==> config.mk <==
export PLATFORM = sky130hd
export DESIGN_NAME = fetch_queue_stage
export DESIGN_NICKNAME = d
export VERILOG_FILES = /design/src/rtl/fetch_queue_stage.sv
export SDC_FILE = /design/constraint.sdc
export NUM_CORES = 1
export LEC_CHECK = 0
export BUFFER_PORTS_ARGS = -buffer_cell sky130_fd_sc_hd__buf_2
export CAP_MARGIN = 20
export CORE_AREA = 2 2 84 86
export DETAILED_ROUTE_END_ITERATION = 6
export DIE_AREA = 0 0 86 88
export GPL_TIMING_DRIVEN = 0
export PLACE_DENSITY = 0.78
export SLEW_MARGIN = 20
export SYNTH_ARGS = -nofsm -noshare
export SYNTH_HDL_FRONTEND = slang
export SYNTH_SLANG_ARGS = --single-unit
==> constraint.sdc <==
create_clock -name clk -period 1.7 [get_ports clk]
set_input_delay 0.34 -clock clk [delete_from_list [all_inputs] [get_ports clk]]
set_output_delay 0.34 -clock clk [all_outputs]
set_load 0.01 [all_outputs]
==> src/rtl/fetch_queue_stage.sv <==
// Instruction fetch: owns the PC, buffers {pc, instr} pairs in a DEPTH-entry queue for decode.
// Latency: a word fetched in cycle N is at the queue head in cycle N+1 when the queue was empty.
// Backpressure: instr_ready low fills the queue, then the PC holds; redirect squashes everything.
module fetch_queue_stage #(
  parameter int         DEPTH    = 2,
  parameter logic [7:0] PC_STEP  = 8'd1,
  parameter logic [7:0] RESET_PC = 8'h00
) (
  input  logic        clk,
  input  logic        reset,
  output logic [7:0]  imem_addr,
  input  logic [15:0] imem_rdata,
  input  logic        redirect,
  input  logic [7:0]  redirect_target,
  output logic [15:0] instr,
  output logic [7:0]  instr_pc,
  output logic        instr_valid,
  input  logic        instr_ready,
  output logic [15:0] fetch_count
);

  localparam int PTR_W = (DEPTH > 1) ? $clog2(DEPTH) : 1;
  localparam int CNT_W = $clog2(DEPTH + 1);
  localparam logic [CNT_W-1:0] DEPTH_C   = CNT_W'(DEPTH);
  localparam logic [PTR_W-1:0] LAST_SLOT = PTR_W'(DEPTH - 1);

  logic [7:0]       pc_q, pc_d;
  logic [CNT_W-1:0] count_q, count_d;
  logic [PTR_W-1:0] rd_ptr_q, rd_ptr_d;
  logic [PTR_W-1:0] wr_ptr_q, wr_ptr_d;
  logic [15:0]      fetch_count_q, fetch_count_d;
  logic [7:0]       mem_pc_q    [DEPTH];
  logic [7:0]       mem_pc_d    [DEPTH];
  logic [15:0]      mem_instr_q [DEPTH];
  logic [15:0]      mem_instr_d [DEPTH];

  logic deq;
  logic can_enq;
  logic enq;

  function automatic logic [PTR_W-1:0] ptr_inc(input logic [PTR_W-1:0] p);
    return (p == LAST_SLOT) ? '0 : p + PTR_W'(1);
  endfunction

  // Head presentation: a redirect hides the head so nothing stale is consumed.
  always_comb begin
    instr_valid = (count_q != '0) & ~redirect;
    instr       = instr_valid ? mem_instr_q[rd_ptr_q] : 16'h0000;
    instr_pc    = instr_valid ? mem_pc_q[rd_ptr_q]    : 8'h00;
    imem_addr   = pc_q;
    fetch_count = fetch_count_q;
  end

  // Queue/PC next state; redirect overrides enqueue, dequeue and pointer motion.
  always_comb begin
    deq     = instr_valid & instr_ready;
    can_enq = (count_q < DEPTH_C) | deq;
    enq     = can_enq & ~redirect;

    pc_d          = pc_q;
    count_d       = count_q;
    rd_ptr_d      = rd_ptr_q;
    wr_ptr_d      = wr_ptr_q;
    fetch_count_d = fetch_count_q;
    mem_pc_d      = mem_pc_q;
    mem_instr_d   = mem_instr_q;

    if (redirect) begin
      pc_d     = redirect_target;
      count_d  = '0;
      rd_ptr_d = '0;
      wr_ptr_d = '0;
    end else begin
      if (enq) begin
        mem_pc_d[wr_ptr_q]    = pc_q;
        mem_instr_d[wr_ptr_q] = imem_rdata;
        wr_ptr_d              = ptr_inc(wr_ptr_q);
        pc_d                  = pc_q + PC_STEP;
        if (fetch_count_q != 16'hFFFF) begin
          fetch_count_d = fetch_count_q + 16'd1;
        end
      end
      if (deq) begin
        rd_ptr_d = ptr_inc(rd_ptr_q);
      end
      unique case ({enq, deq})
        2'b10:   count_d = count_q + CNT_W'(1);
        2'b01:   count_d = count_q - CNT_W'(1);
        default: count_d = count_q;
      endcase
    end
  end

  // State registers; reset empties the queue immediately.
  always_ff @(posedge clk or negedge reset) begin
    if (!reset) begin
      pc_q          <= RESET_PC;
      count_q       <= '0;
      rd_ptr_q      <= '0;
      wr_ptr_q      <= '0;
      fetch_count_q <= '0;
      for (int i = 0; i < DEPTH; i++) begin
        mem_pc_q[i]    <= '0;
        mem_instr_q[i] <= '0;
      end
    end else begin
      pc_q          <= pc_d;
      count_q       <= count_d;
      rd_ptr_q      <= rd_ptr_d;
      wr_ptr_q      <= wr_ptr_d;
      fetch_count_q <= fetch_count_d;
      mem_pc_q      <= mem_pc_d;
      mem_instr_q   <= mem_instr_d;
    end
  end

endmodule
### Word level (Yosys, flattened, before mapping)

Cells that the tools add are included.

| cells by class | value |
|---|---|
| reduce and logical (&&, ||, !) cells | 7 |
| muxes and demuxes | 24 |
| $lt $le $gt $ge | 4 |
| equal/unequal tests | 3 |
| add/sub/neg operators | 6 |
| bitwise gates (word level) | 7 |

Operator list:

| cell | number |
|---|---|
| 2-to-1 mux 16 bit | 5 |
| 2-to-1 mux 8 bit | 7 |
| bitwise mux 32 bit | 1 |
| adder 16 x 1 -> 16 bit (second input constant) | 1 |
| bitwise mux 16 bit | 1 |
| demux 16 bit (select 1 bit) | 1 |
| != test 16 bit (second input constant) | 1 |
| adder 8 x 1 -> 8 bit (second input constant) | 1 |
| demux 8 bit (select 1 bit) | 1 |
| 2-to-1 mux 1 bit | 6 |
| nonzero test 2 bit | 3 |
| >= comparator 2 bit (second input constant) | 2 |
| inverter 1 -> 2 bit | 2 |
| one-hot mux 2 bit (2 select lines) | 1 |
| AND 1 bit | 3 |
| AND reduction 3 bit | 1 |
| nonzero test 3 bit | 1 |
| adder 1 bit (second input constant) | 2 |
| adder 2 x 1 -> 2 bit (second input constant) | 1 |
| == test 2 x 1 -> 1 bit (second input constant) | 1 |
| == test 2 bit (second input constant) | 1 |
| < comparator 2 x 1 -> 1 bit (second input constant) | 1 |
| < comparator 2 bit (second input constant) | 1 |
| 2-to-1 mux 2 bit | 1 |
| other kinds (5) | 5 |

| storage, ports and cells | value |
|---|---|
| output and inout bits | 49 |
| logic and storage cells | 60 |
| register bits | 76 |

### Longest topological paths before layout

| logic depth | value |
|---|---|
| depth in word-level cells | 8 |
| mapped depth | 6 |

### Worst setup path after synthesis

OpenSTA, ideal clock, no wires.

| timing path | value |
|---|---|
| path kind | flip-flop to flip-flop |
| start point | reg fetch_count_q[8], in the netlist fetch_count[8] |
| end point | reg fetch_count_q[1], in the netlist fetch_count[1] |
| setup slack | 0.090 ns |
| stages on the path, launching flop included | 6 |
| arrival | 1.485 ns |
| data required time | 1.575 ns |
| clock period less this slack | 1.610 ns |
| cell sequence | dfrtp_1 -> and4_1 -> nand4_1 -> o31a_1 -> buf_6 -> mux2_4 |

| on the way | value |
|---|---|
| longest elaborated chain between the ends | 2 |

Ends and longest elaborated chain:

| item | line | text |
|---|---|---|
| start: declaration | 31 | `logic [15:0] fetch_count_q, fetch_count_d;` |
| start signal: assignment | 111 | `fetch_count_q <= fetch_count_d;` |
| != test 16 bit | 79 | `if (fetch_count_q != 16'hFFFF) begin` |
| AND reduction 3 bit (no source line) | -- |  |

No other way between the ends.
A chain may end at the register's enable or synchronous reset.

### Worst setup path in the final report

| timing path | value |
|---|---|
| start point | reg count_q[1] |
| end point | out instr_pc[7] |

| on the way | value |
|---|---|
| longest elaborated chain between the ends | 3 |

Ends and longest elaborated chain:

| item | line | text |
|---|---|---|
| start: declaration | 28 | `logic [CNT_W-1:0] count_q, count_d;` |
| start signal: assignment | 108 | `count_q <= count_d;` |
| nonzero test 2 bit | 47 | `instr_valid = (count_q != '0) & ~redirect;` |
| AND 1 bit | 47 |  |
| 2-to-1 mux 8 bit | 49 | `instr_pc = instr_valid ? mem_pc_q[rd_ptr_q] : 8'h00;` |
| end: declaration | 16 | `output logic [7:0] instr_pc,` |

No other way between the ends.

==> key figures <==
Run status
  • Outcome: finished, violations left
  • Failing checks: negative setup slack

Drt
  • Length of the first detailed-routing pass in iterations: 6
  • DR DRC count: 0
  • DRT Wirelength: 7.43 mm
  • Vias: 2565
  • Iteration-0 DRC Markers: 97
  • Post-route ant nets: 0
  • DR WL/cell: 15.5 um
  • Vias per std cell: 5.34

Yosys
  • Count of flip-flops with a built-in enable after synthesis: 0
  • Synth top area share: 54.2%
  • Syn Area/Cell: 12.1 sq um
  • Synth warnings: 0
  • Mapped cell area: 3510 sq um
  • Syn Nets: 321
  • Post-synthesis cell type count: 31
  • Synth top area cells: dfrtp_1 (54%), mux2_2 (15%), mux2i_1 (7.1%), nor2_1 (3.5%), xnor2_1 (3.0%)
  • Synth Flop Type: dfrtp_1
  • Cells after Synth: 291
  • Fraction of registers with async set/reset: 100%
  • Register area share after synthesis: 54.2%
  • Seq cells post-synth: 76
  • Largest area contributor in the netlist: dfrtp_1

Global route
  • Number of global-route vias before repair: 2553
  • Largest net degree at the start of global routing: 43
  • GR Overflow Total: 0
  • Initial antenna violation count: 0
  • Gr usage total: 20.2%
  • First-pass GRT wire length: 11.7 mm

Power
  • Reg power frac: 45.7%
  • Sw frac: 28.2%
  • Power Density: 1200 nW/um^2
  • VDD IR max: 937 uV
  • Int Power: 0.00397 W
  • Clock Power Share: 30.4%
  • Combinational share of power: 23.9%
  • P_sw: 0.00156 W
  • Pwr Total: 0.00553 W
  • Leakage: 2.13 nW

Timing
  • Slew @ Worst Pin: 0.456 ns
  • Slew Limit Fails: 0
  • Period utilization: 104%
  • Final setup viols: 25
  • Rel. slew slack: 69.6%
  • RSZ-0062 raised after global routing: true
  • Hold WS: 0.203 ns
  • Final min period: 1.77 ns
  • Final setup skew: 0.00738 ns
  • Post-route setup slack: -0.0651 ns
  • Max frequency: 567 MHz
  • Final hold vios: 0

Layout
  • Sequential Area: 1910 sq um
  • Most common cell after layout, fill and taps aside: buf_2
  • Area occupied by multi-input gates: 1610 sq um
  • N_diodes: 0
  • Area delta synth->final: 30.9%
  • Most frequent cells in the layout: buf_2 (75), dfrtp_1 (71), mux2_2 (48)
  • Final nets: 425
  • Layout cells sized above 1: 48.5%
  • Fill cells: 505
  • Post-route core utilization: 69.2%

Floorplan
  • Die footprint: 7570 sq um
  • Core Region: 6640 sq um
  • Die Y: 88 um
  • # IOs: 77
  • Die span in x: 86 um
  • Num rows: 30
  • Initial Utilization: 52.8%

Clocking
  • Clk buf depth: 2
  • CTS tree: yes
  • CTS sink cnt: 76
  • Clock-pin slew on the worst setup and hold paths: 0.07 ns
  • TritonCTS buffer count: 9
  • H-tree depth: 3
  • Latest clock arrival within the worst-skew pair: 0.35 ns
  • Root Buffer: clkbuf_8

Placed design
  • Post-DP HPWL: 4.93 mm
  • IO buf count: 76
  • Place WS: -0.398 ns
  • Gpl congestion: 0.816

Worst setup path
  • CP max FO: 6
  • Worst EP arrival: 1.43 ns
  • CP Class: reg -> out
  • Critical path capture point type: primary output
  • Worst setup SP type: register
  • CP required: 1.36 ns

Min path
  • Min-delay worst type: in -> reg

Run
  • Max-cap violations: 0
==> cell usage after synthesis (2+ instances only) <==
cell      count
nand4_1       9
xnor2_1      12
nor3b_1       2
buf_2         4
nand3_1       9
ha_1          2
clkbuf_1      5
dfrtp_1      76
mux2_2       48
mux2i_1      25
inv_1         4
and4_1        3
xor2_1       11
nand2_1      19
nor3_1        4
buf_4         2
o21ai_0       9
nor2_1       33
and3_1        2
==> power by group through the flow <==
stage	clock network, W	registers, W	logic (W)
2_1_floorplan	0	0.00250	0.000766
3_3_place_gp	0	0.00249	0.00113
3_5_place_dp	0	0.00253	0.00118
4_1_cts	0.00172	0.00250	0.00123
5_1_grt	0.00180	0.00258	0.00145
6_report	0.00168	0.00253	0.00132
==> critical path, cell delays in order (launching register included) <==
cell	delay, ns
dfrtp_2	0.46
o21bai_4	0.17
buf_12	0.15
buf_8	0.12
nor2_1	0.05
buf_2	0.14
==> state kept, by name (all words and copies together), names as in the netlist <==
register	cells
mem_instr_q	32
imem_addr	8
rd_ptr_q	1
fetch_count	16
mem_pc_q	16
wr_ptr_q	1
count_q	2
==> routing by layer <==
| metal | up-vias | part of all wire, % | track usage, % |
|---|---|---|---|
| met5 | - | 0 | 0 |
| met4 | 0 | 2.4 | 9.67 |
| met3 | 17 | 4.7 | 4.52 |
| met2 | 63 | 51 | 34.3 |
| met1 | 1260 | 42 | 24.5 |
| li1 | 1225 | - | - |
==> worst paths after layout <==
kind	startpoint	endpoint	slack, ns	cells after the start
worst min-delay path	redirect_target[3]	imem_addr[3]$_DFFE_PN0P_	0.20	3
worst max register to register	count_q[1]$_DFFE_PN0P_	mem_pc_q[1]$_DFFE_PN0P_	0.06	5
min in group asynchronous	reset	mem_instr_q[21]$_DFFE_PN0P_	0.48	2
worst max-delay path	count_q[1]$_DFFE_PN0P_	instr_pc[7]	-0.07	5
max in group asynchronous	reset	count_q[1]$_DFFE_PN0P_	0.62	3
worst min register to register	mem_instr_q[5]$_DFFE_PN0P_	mem_instr_q[5]$_DFFE_PN0P_	0.51	1
==> cell families (layout without fill, tap and decap cells) <==
| logic type | after synthesis | in the layout | synth area share (%) |
|---|---|---|---|
| multiplexers | 74 | 74 | 23.0 |
| flip-flops | 76 | 76 | 54.2 |
| AO/OA/AOI/OAI | 13 | 13 | 2.03 |
| AND/OR/NAND/NOR | 87 | 87 | 12.1 |
| buffers and inverters | 16 | 125 | 2.28 |
| XOR/XNOR | 23 | 23 | 5.74 |
| adder cells (fa/ha/maj) | 2 | 2 | 0.713 |
==> per-stage QoR <==
| step | setup TNS [ns] | instance area [sq um] | std cells |
|---|---|---|---|
| 6_report | -1.40 | 4600 | 480 |
| 5_1_grt | -2.64 | 4600 | 480 |
| 4_1_cts | -0.768 | 4390 | 472 |
| 3_5_place_dp | -15.52 | 4010 | 448 |
| 3_3_place_gp | -26.93 | 3990 | 447 |
| 2_1_floorplan | 0 | 3510 | 291 |
==> cell type report <==
type | instances | share of cell area (%)
sequential | 76 | 41.5
buffer | 11 | 2.75
tap | 80 | 2.18
clock inverter | 5 | 2.34
inverter | 4 | 0.327
multi-input combinational | 199 | 35.0
clock buffer | 11 | 3.08
timing repair buffer | 94 | 12.8
==> repair_timing <==
action | in CTS | in global routing
cloned | 0 | 2
endpoints found under the setup margin | 63 | 41
endpoints found under the hold margin | 34 | 0
setup buffers | 8 | 6
gates resized for setup | 19 | 30
hold buffers | 1 | 0
pin swaps | 2 | 4
(Power assumes the default switching activity.)
